`src/rtl/fifo_pkg.sv`:
```
// Shared constants for the single-clock FIFO: default data width, depth and
// the pointer width derived from that depth.
package fifo_pkg;

  localparam int FIFO_DATA_W = 16;
  localparam int FIFO_DEPTH  = 16;
  localparam int FIFO_ADDR_W = $clog2(FIFO_DEPTH);

endpackage : fifo_pkg

```
`src/rtl/fifo_mem.sv`:
```
// Register-array storage for the FIFO: one clocked write port and one
// read port addressed by the read pointer, no reset on the contents.
module fifo_mem
  import fifo_pkg::*;
#(
  parameter int DATA_W = FIFO_DATA_W,
  parameter int DEPTH  = FIFO_DEPTH,
  parameter int ADDR_W = $clog2(DEPTH)
) (
  input  logic              wclk,
  input  logic              we,
  input  logic [ADDR_W-1:0] waddr,
  input  logic [DATA_W-1:0] wdata,
  input  logic [ADDR_W-1:0] raddr,
  output logic [DATA_W-1:0] rd_data
);

  logic [DATA_W-1:0] mem [DEPTH];

  always_ff @(posedge wclk) begin
    if (we) begin
      mem[waddr] <= wdata;
    end
  end

  // The word under the read pointer is captured by the output register in the top.
  assign rd_data = mem[raddr];

endmodule : fifo_mem

```
`src/rtl/fifo_top.sv`:
```
// Single-clock FIFO with occupancy counter, glitch-free full/empty flags
// and a registered read-data output qualified by rvalid.
module fifo_top
  import fifo_pkg::*;
#(
  parameter int DATA_W = FIFO_DATA_W,
  parameter int DEPTH  = FIFO_DEPTH,
  parameter int ADDR_W = $clog2(DEPTH)
) (
  input  logic              wclk,
  input  logic              wrst_n,
  input  logic [DATA_W-1:0] wdata,
  input  logic              winc,
  input  logic              rinc,
  output logic              wfull,
  output logic              rempty,
  output logic [DATA_W-1:0] rdata,
  output logic              rvalid
);

  localparam logic [ADDR_W:0] FULL_CNT = (ADDR_W + 1)'(DEPTH);

  logic [ADDR_W-1:0] wptr;
  logic [ADDR_W-1:0] rptr;
  logic [ADDR_W:0]   count;
  logic              wr_en_p0;
  logic              rd_en_p0;
  logic [DATA_W-1:0] mem_q_p0;
  logic [DATA_W-1:0] rdata_p1;
  logic              vld_p1;

  // Flags come straight from the registered count, so they never glitch.
  assign wfull  = (count == FULL_CNT);
  assign rempty = (count == '0);

  assign wr_en_p0 = winc && !wfull;
  assign rd_en_p0 = rinc && !rempty;

  fifo_mem #(
    .DATA_W (DATA_W),
    .DEPTH  (DEPTH),
    .ADDR_W (ADDR_W)
  ) u_mem (
    .wclk    (wclk),
    .we      (wr_en_p0),
    .waddr   (wptr),
    .wdata   (wdata),
    .raddr   (rptr),
    .rd_data (mem_q_p0)
  );

  always_ff @(posedge wclk or negedge wrst_n) begin
    if (!wrst_n) begin
      wptr  <= '0;
      rptr  <= '0;
      count <= '0;
    end else begin
      if (wr_en_p0) begin
        wptr <= wptr + ADDR_W'(1);
      end
      if (rd_en_p0) begin
        rptr <= rptr + ADDR_W'(1);
      end
      if (wr_en_p0 && !rd_en_p0) begin
        count <= count + (ADDR_W + 1)'(1);
      end else if (rd_en_p0 && !wr_en_p0) begin
        count <= count - (ADDR_W + 1)'(1);
      end
    end
  end

  // p0 -> p1: accepted read lands in the output register
  always_ff @(posedge wclk or negedge wrst_n) begin
    if (!wrst_n) begin
      rdata_p1 <= '0;
      vld_p1   <= 1'b0;
    end else begin
      vld_p1 <= rd_en_p0;
      if (rd_en_p0) begin
        rdata_p1 <= mem_q_p0;
      end
    end
  end

  assign rdata  = rdata_p1;
  assign rvalid = vld_p1;

endmodule : fifo_top

```
`config.mk`:
```
export PLATFORM = sky130hd
export DESIGN_NAME = fifo_top
export DESIGN_NICKNAME = d
export VERILOG_FILES = /design/src/rtl/fifo_pkg.sv /design/src/rtl/fifo_mem.sv /design/src/rtl/fifo_top.sv
export SDC_FILE = /design/constraint.sdc
export NUM_CORES = 1
export LEC_CHECK = 0
export ABC_AREA = 1
export CORE_MARGIN = 4
export CORE_UTILIZATION = 30
export CTS_CLUSTER_SIZE = 40
export DETAILED_ROUTE_END_ITERATION = 8
export PLACE_DENSITY_LB_ADDON = 0.25
export SLEW_MARGIN = 0
export SYNTH_ARGS = -nofsm -noshare
export SYNTH_HDL_FRONTEND = slang
export SYNTH_HIERARCHICAL = 1
export SYNTH_SLANG_ARGS = --single-unit
```
`constraint.sdc`:
```
create_clock -name wclk -period 3.9 [get_ports wclk]
set_input_delay 1.17 -clock wclk [delete_from_list [all_inputs] [get_ports wclk]]
set_output_delay 1.17 -clock wclk [all_outputs]
set_load 0.02 [all_outputs]
```
# == After elaboration in Yosys (flattened, before gate mapping) ==
# Memories as Yosys holds them, arrays and structs flattened. A register that Yosys moved wholly into a read port is not among the register bits.
# Index checks and enable logic that the tools add are counted.
# classes
add_sub_neg,4
n_eq_ne,1
n_mux,4
n_reduce_logical,11
# op_table
op,n
5-bit 2-to-1 mux,2
4-bit by 1-bit adder with 4-bit output (second input constant),2
5-bit by 1-bit adder with 5-bit output (second input constant),1
5-bit == test (second input constant),1
1-bit logical NOT,5
5-bit logical NOT,1
5-bit by 1-bit subtractor with 5-bit output (second input constant),1
1-bit logical AND,4
1-bit 2-to-1 mux,2
2-bit nonzero test,1
# totals
register_bits,14
ramBits,256
in_bits,20
output_inout_bits,19
word_cells,25
n_memories,1
# mem_list
memory,depth,word_bits,rd,rd_ports_with_merged_regs,wr,line_no,text
u_mem.mem,16,16,1,1,1,fifo_mem.sv:18,logic [DATA_W-1:0] mem [DEPTH];

# == Longest topological paths before layout ==
# Gate-level depths: netlist of run 1.
# logic_depth
depth_word,7
mapped_depth,13
mapped_depth_nobuf,13

# == By module ==
# The synthesis of run 1 kept the hierarchy.
# by_module_without_submodules
mod,instances,cells_each,area_per_inst_um2,seq_area_each_um2
fifo_mem,1,1058,11060.6,7687.4
fifo_top,1,173,1452.6,750.7

# == Least setup slack after synthesis of run 1 ==
# OpenSTA, ideal clock, no wires.
# synth_path
kind,input port to flip-flop
from,in winc
to,"mem u_mem/mem[12][0] (netlist bit), enable pin"
setup_ps,388
arrival_time_ps,2253
required_ps,3512
path_slack_ps,1259
cell_stages,4
path_buffers,0
cell_sequence,nand2_1 -> inv_1 -> nand3_1 -> nor2_1
# synth_via
elab_chain_len,3
# synth_lines
item,line_no,text
"start, declared",fifo_top.sv:13,"input logic winc,"
1-bit logical AND,fifo_top.sv:36,assign wr_en_p0 = winc && !wfull;
named net wr_en_p0,fifo_top.sv:26,logic wr_en_p0;
1-bit 2-to-1 mux,fifo_mem.sv:21,if (we) begin
1-bit 2-to-1 mux (not written as such),fifo_mem.sv:22,mem[waddr] <= wdata;
"end, declared",fifo_mem.sv:18,
# The timed path passes the listed nets, and every way through them passes these cells.

# == Worst setup path after layout of run 1 ==
# layout_path
from,reg count[0]
to,out wfull
# layout_via
elab_chain_len,1
# layout_lines
item,line_no,text
"start, declared",fifo_top.sv:25,logic [ADDR_W:0] count;
"start signal, assigned",fifo_top.sv:65,count <= count + (ADDR_W + 1)'(1);
"start signal, assigned",fifo_top.sv:67,count <= count - (ADDR_W + 1)'(1);
5-bit == test,fifo_top.sv:33,assign wfull = (count == FULL_CNT);
"end, declared",fifo_top.sv:15,"output logic wfull,"
# Every way passes these cells.

==> flow_metrics.tcl, run 1 <==
set metrics [dict create \
    status "completed" \
    first_iter_violations 781 \
    wl_met1_mm 15.5 \
    worstMarginPinSlew_ps 1120 \
    post-cts-setup-buffers 0 \
    grt_pass1_wl_mm 50.4 \
    cts_tree "yes" \
    core_sq_um 41000 \
    arrival_ps 2110 \
    syn-cell-area_sq_um 12500 \
    wl_per_cell_um 18.1 \
    vias_per_cell 4.56 \
    hp-class "flop to flop" \
    synth_fp_nets 1258 \
    initial_core_util 0.305 \
    grtUsageTotal 0.147 \
    fp.dieH_um 212 \
    grt_max_degree 134 \
    slew_headroom 0.250 \
    synth.area.top_cells "edfxtp_1, nand2_1, nand3_1, inv_1, dfrtp_1" \
    dr_wl_met3_mm 1.89 \
    slowest_delay_ps 600 \
    final_layout_size_suffix_gt1_frac 0.0783 \
    dr.pass1.iters 7 \
    cts_root_buf "clkbuf_16" \
    grt_pass1_vias 8213 \
    ys_warn_count 6 \
    place_congestion 0.828 \
    critPathKind "flop to primary output" \
    area_growth_pct 16.2 \
    min_period_ps 3280 \
    drt_wl_total_mm 33.2 \
    setup-tns-final_ps 0 \
    die_w_um 212 \
    worstPathCellList "nor2_2 -> nand4_1 -> inv_1 -> clkdlybuf4s50_1" \
    num_vias 8364 \
    ant_nets 0 \
    cts_buffer_depth 3 \
    drv_slew 0 \
    fmax_mhz 305 \
    skew_ps 14.9 \
    setup_viol 0 \
    power_density_nw_per_um2 706 \
    clock_sinks 286 \
    die_area_sq_um 45000 \
    nNetsFinal 1305 \
    synth_top_area_share 0.614 \
    topRoutingLayerUsed "met4" \
    peakVddDrop_uv 401 \
    synth.distinct_cells 23 \
    cp.required_ps 2730 \
    place_area_sq_um 13600 \
    diodes 0 \
    path_clk_slew_ps 60 \
    finalHoldViolCount 0 \
    layout_worst_path_cycle_share 0.842 \
    grt-ovfl-total 0 \
    htree_levels 1 \
    dp_hpwl_mm 20.1 \
    ys_seq_elements 286 \
    insertion_delay_ps 570 \
    yosys.area.top_type "edfxtp_1" \
    routed-wl-met2_mm 15.1 \
    cts_resized 0 \
    ios 39 \
    max_cap_violations 0 \
    end_kind "primary output" \
    antenna_found_initial 1 \
    syn_area_per_cell_sq_um 10.2 \
    drc_errors 0 \
    worstPathMaxFanout 6 \
    numCtsBuffers 30 \
    p_leak_nw 6.23 \
    rows 74 \
    start_kind "flop" \
    yosysSeqAreaShare 0.674 \
    grt_setup_unrepaired "no" \
    nFillCells 4104 \
    final_area_sq_um 14500 \
    netlist_instances 1231 \
    hold_buffers 0 \
    worst_path_max_delay_cell "clkdlybuf4s50_1" \
    portBuffers 38 \
]
-- report_power, final --
group | switching (mW) | internal, mW
registers | 0.190 | 3.73
clock network | 1.16 | 1.61
logic | 2.50 | 1.09
total | 3.84 | 6.43
-- sequential cells by signal, summed over array words and instances, names as in the netlist --
signal	count
rdata	16
rvalid	1
u_mem/mem	256
wptr	4
count	5
rptr	4
-- path summary, 6_finish.rpt --
check	startpoint	to	slack, ps	cells after the start
setup / recovery	count[0]$_DFFE_PN0P_	wfull	620	4
hold / removal	rdata[5]$_DFFE_PN0P_	rdata[5]$_DFFE_PN0P_	470	2
setup reg to reg	count[0]$_DFFE_PN0P_	count[3]$_DFFE_PN0P_	1270	12
hold reg to reg	rdata[5]$_DFFE_PN0P_	rdata[5]$_DFFE_PN0P_	470	2
max in group asynchronous	wrst_n	rptr[0]$_DFFE_PN0P_	2590	1
min in group asynchronous	wrst_n	rdata[2]$_DFFE_PN0P_	710	1
-- stage by stage --
| step | power [mW] | setup WS (ps) | hold slack (ps) | std cells | util |
|---|---|---|---|---|---|
| after floorplan | 6.32 | 1260 | 475 | 1231 | - |
| after global placement | 7.56 | 477 | 458 | 1778 | 0.331 |
| after detailed placement | 7.57 | 486 | 463 | 1778 | 0.331 |
| after CTS | 10.4 | 554 | 479 | 1834 | 0.354 |
| after global routing | 10.9 | 423 | 506 | 1834 | 0.354 |
| final | 10.3 | 616 | 470 | 1834 | 0.354 |
-- kinds of logic after synthesis --
logic type / share of synthesized area
AND/OR/NAND/NOR: 0.225
flip-flops: 0.674
buffers and inverters: 0.0903
adder cells (fa/ha/maj): 0.00760
XOR/XNOR: 0.00210
AO/OA/AOI/OAI: 0.000800
-- synthesized netlist by cell type, drive strengths merged --
cell / number
dfrtp: 30
nor2: 21
clkbuf: 10
nand3: 221
xnor2: 1
xor2: 2
ha: 6
or2: 2
inv: 211
o21ai: 2
nand2: 413
buf: 47
edfxtp: 256
nand3b: 4
nand4: 4
fa: 1
-- per-layer routing --
layer / global-route usage / up-vias
met5: 0 / -
met4: 0.0320 / 0
met3: 0.0257 / 53
met2: 0.234 / 233
met1: 0.211 / 4021
li1: - / 4057
-- worst max-delay path: cells and delay by family (launching register included) --
family,cells,cell delay (ps)
AND/OR/NAND/NOR,2,400
flip-flops,1,450
buffers and inverters,2,700
-- cell usage in the layout, fill, tap and decap left out, types with 6 or more instances in the layout --
master	synthesis	layout
clkbuf_16	0	31
dfrtp_1	30	28
nand2_1	412	412
clkbuf_1	10	12
edfxtp_1	256	256
ha_1	6	6
nand3_1	221	221
inv_1	209	209
buf_4	20	29
clkbuf_8	0	8
clkdlybuf4s50_1	0	37
nor2_2	1	17
-- area by class of cell --
type | instances | area, sq um | area share
sequential | 286 | 8440 | 0.581
multi-input combinational | 677 | 2990 | 0.205
clock buffer | 51 | 931 | 0.0640
inverter | 211 | 795 | 0.0547
timing repair buffer | 72 | 693 | 0.0477
tap | 532 | 666 | 0.0458
clock inverter | 5 | 25.0 | 0.00172
Power figures use the tool's default switching activity.
==> inputs of run 2 (changes only) <==
==> constraint.sdc (replaced) <==
create_clock -name wclk -period 3 [get_ports wclk]
set_input_delay 0.9 -clock wclk [delete_from_list [all_inputs] [get_ports wclk]]
set_output_delay 0.9 -clock wclk [all_outputs]
set_load 0.02 [all_outputs]
==> run 2 against run 1 <==
Against the previous run: die area unchanged; critical path depth unchanged; core utilization up 0.59 points; clock skew is 6.6 ps higher; power is 31% higher; combinational power up 32%; largest power group unchanged; non-clock buffer count grew 31; critical endpoint unchanged; sequential power is 30% higher; setup slack lost 490 ps.
==> flow_metrics.tcl, run 2 (same netlist as run 1, synthesis figures left out) <==
set metrics [dict create \
    cts_tree "yes" \
    num_vias 8549 \
    p_leak_nw 6.39 \
    area_growth_pct 18.1 \
    grt_pass1_vias 8245 \
    slew_headroom 0.438 \
    worst_path_max_delay_cell "clkdlybuf4s50_1" \
    first_iter_violations 716 \
    grtUsageTotal 0.145 \
    worstPathCellList "nor2_2 -> nand4_1 -> inv_1 -> clkdlybuf4s50_1" \
    setup-tns-final_ps 0 \
    place_congestion 0.819 \
    initial_core_util 0.305 \
    p_clk_frac 0.272 \
    arrival_ps 1970 \
    worstMarginPinSlew_ps 843 \
    portBuffers 38 \
    numCtsBuffers 30 \
    critPathKind "flop to primary output" \
    die_w_um 212 \
    start_kind "flop" \
    drt_wl_total_mm 32.8 \
    worstPathMaxFanout 4 \
    grt_setup_unrepaired "no" \
    drv_slew 0 \
    p_comb_frac 0.350 \
    insertion_delay_ps 580 \
    finalHoldViolCount 0 \
    clock_sinks 286 \
    stdcell_count 1865 \
    min_period_ps 2870 \
    dp_slack_ps 99.2 \
    final_layout_size_suffix_gt1_frac 0.0990 \
    ios 39 \
    nNetsFinal 1336 \
    regArea_sq_um 8440 \
    diodes 0 \
    core_sq_um 41000 \
    sequentialPowerShare 0.378 \
    dr.pass1.iters 5 \
    nFillCells 4103 \
    cts_root_buf "clkbuf_16" \
    post-cts-setup-buffers 1 \
    max_cap_violations 0 \
    most-common-layout-cells "nand2_1, edfxtp_1, nand3_1" \
    rows 74 \
    hp-class "input pin to async pin" \
    status "completed" \
    skew_ps 21.5 \
    cts_buffer_depth 3 \
    final_common_cell "nand2_1" \
    power_density_nw_per_um2 912 \
    end_kind "primary output" \
    grt_pass1_wl_mm 50.0 \
    dp_hpwl_mm 20.1 \
    peakVddDrop_uv 507 \
    grt-ovfl-total 0 \
    cp.required_ps 2100 \
    drc_errors 0 \
    ant_nets 0 \
    path_clk_slew_ps 60 \
    die_area_sq_um 45000 \
    largest-register "u_mem/mem" \
    layout_worst_path_cycle_share 0.957 \
    wl_per_cell_um 17.6 \
    setup_viol 0 \
    largest_reg_flops 256 \
    vias_per_cell 4.58 \
    p_int_mw 8.49 \
    fin_ws_ps 129 \
    htree_levels 1 \
    p_sw_mw 4.98 \
    cts_resized 0 \
    total_power_mw 13.5 \
    fmax_mhz 348 \
    hold_buffers 0 \
    slowest_delay_ps 590 \
    power.share.switching 0.370 \
    grt_max_degree 103 \
    place_inst 1808 \
    multiInputGateArea_sq_um 2990 \
    antenna_found_initial 1 \
    fp.dieH_um 212 \
]
run 2: cell count changes in the layout (fill, tap and decap cells not counted), sizes merged:
cell / delta
buf: +31
bufinv: +3
clkbuf: -11
clkinv: +9
clkinvlp: -1
run 2: layer usage:
layer	global-route usage	vias to the layer above	wire length [um]
li1	-	4119	-
met1	0.214	4159	15600
met2	0.227	234	14600
met3	0.0260	37	2120
met4	0.0280	0	542
met5	0	-	0
run 2: stage by stage:
| stage | area [sq um] | util | hold slack [ps] |
|---|---|---|---|
| 3_5_place_dp | 13800 | 0.337 | 458 |
| 6_report | 14800 | 0.360 | 345 |
| 4_1_cts | 14800 | 0.360 | 344 |
| 3_3_place_gp | 13800 | 0.337 | 459 |
| 5_1_grt | 14800 | 0.360 | 370 |
| 2_1_floorplan | 12500 | - | 475 |
run 2: final cells by class:
class,count,share of cell area
clock buffer,40,0.0547
multi-input combinational,677,0.202
tap,532,0.0450
inverter,211,0.0538
sequential,286,0.571
clock inverter,16,0.0107
timing repair buffer,103,0.0626
run 2: path summary, 6_finish.rpt:
kind,startpoint,cells past startpoint,slack [ps],to
min in group wclk,rdata[5]$_DFFE_PN0P_,2,470,rdata[5]$_DFFE_PN0P_
setup reg to reg,count[0]$_DFFE_PN0P_,13,530,count[3]$_DFFE_PN0P_
hold / removal,wrst_n,1,350,rdata[12]$_DFFE_PN0P_
setup / recovery,count[0]$_DFFE_PN0P_,4,130,wfull
hold reg to reg,rdata[5]$_DFFE_PN0P_,2,470,rdata[5]$_DFFE_PN0P_
max in group asynchronous,wrst_n,2,2070,wptr[2]$_DFFE_PN0P_
run 2: critical path: cells and delay by family (launching register included):
kind          cells  cell delay, ps
flops             1             440
buf+inv           2             660
simple gates      2             310
run 2: power groups by stage:
stage | Clock [mW] | Combinational [mW] | Sequential [mW]
2_1_floorplan | 0 | 2.96 | 5.26
3_3_place_gp | 0 | 4.71 | 5.17
3_5_place_dp | 0 | 4.74 | 5.17
4_1_cts | 3.76 | 4.76 | 5.09
5_1_grt | 3.91 | 5.24 | 5.14
6_report | 3.67 | 4.71 | 5.09
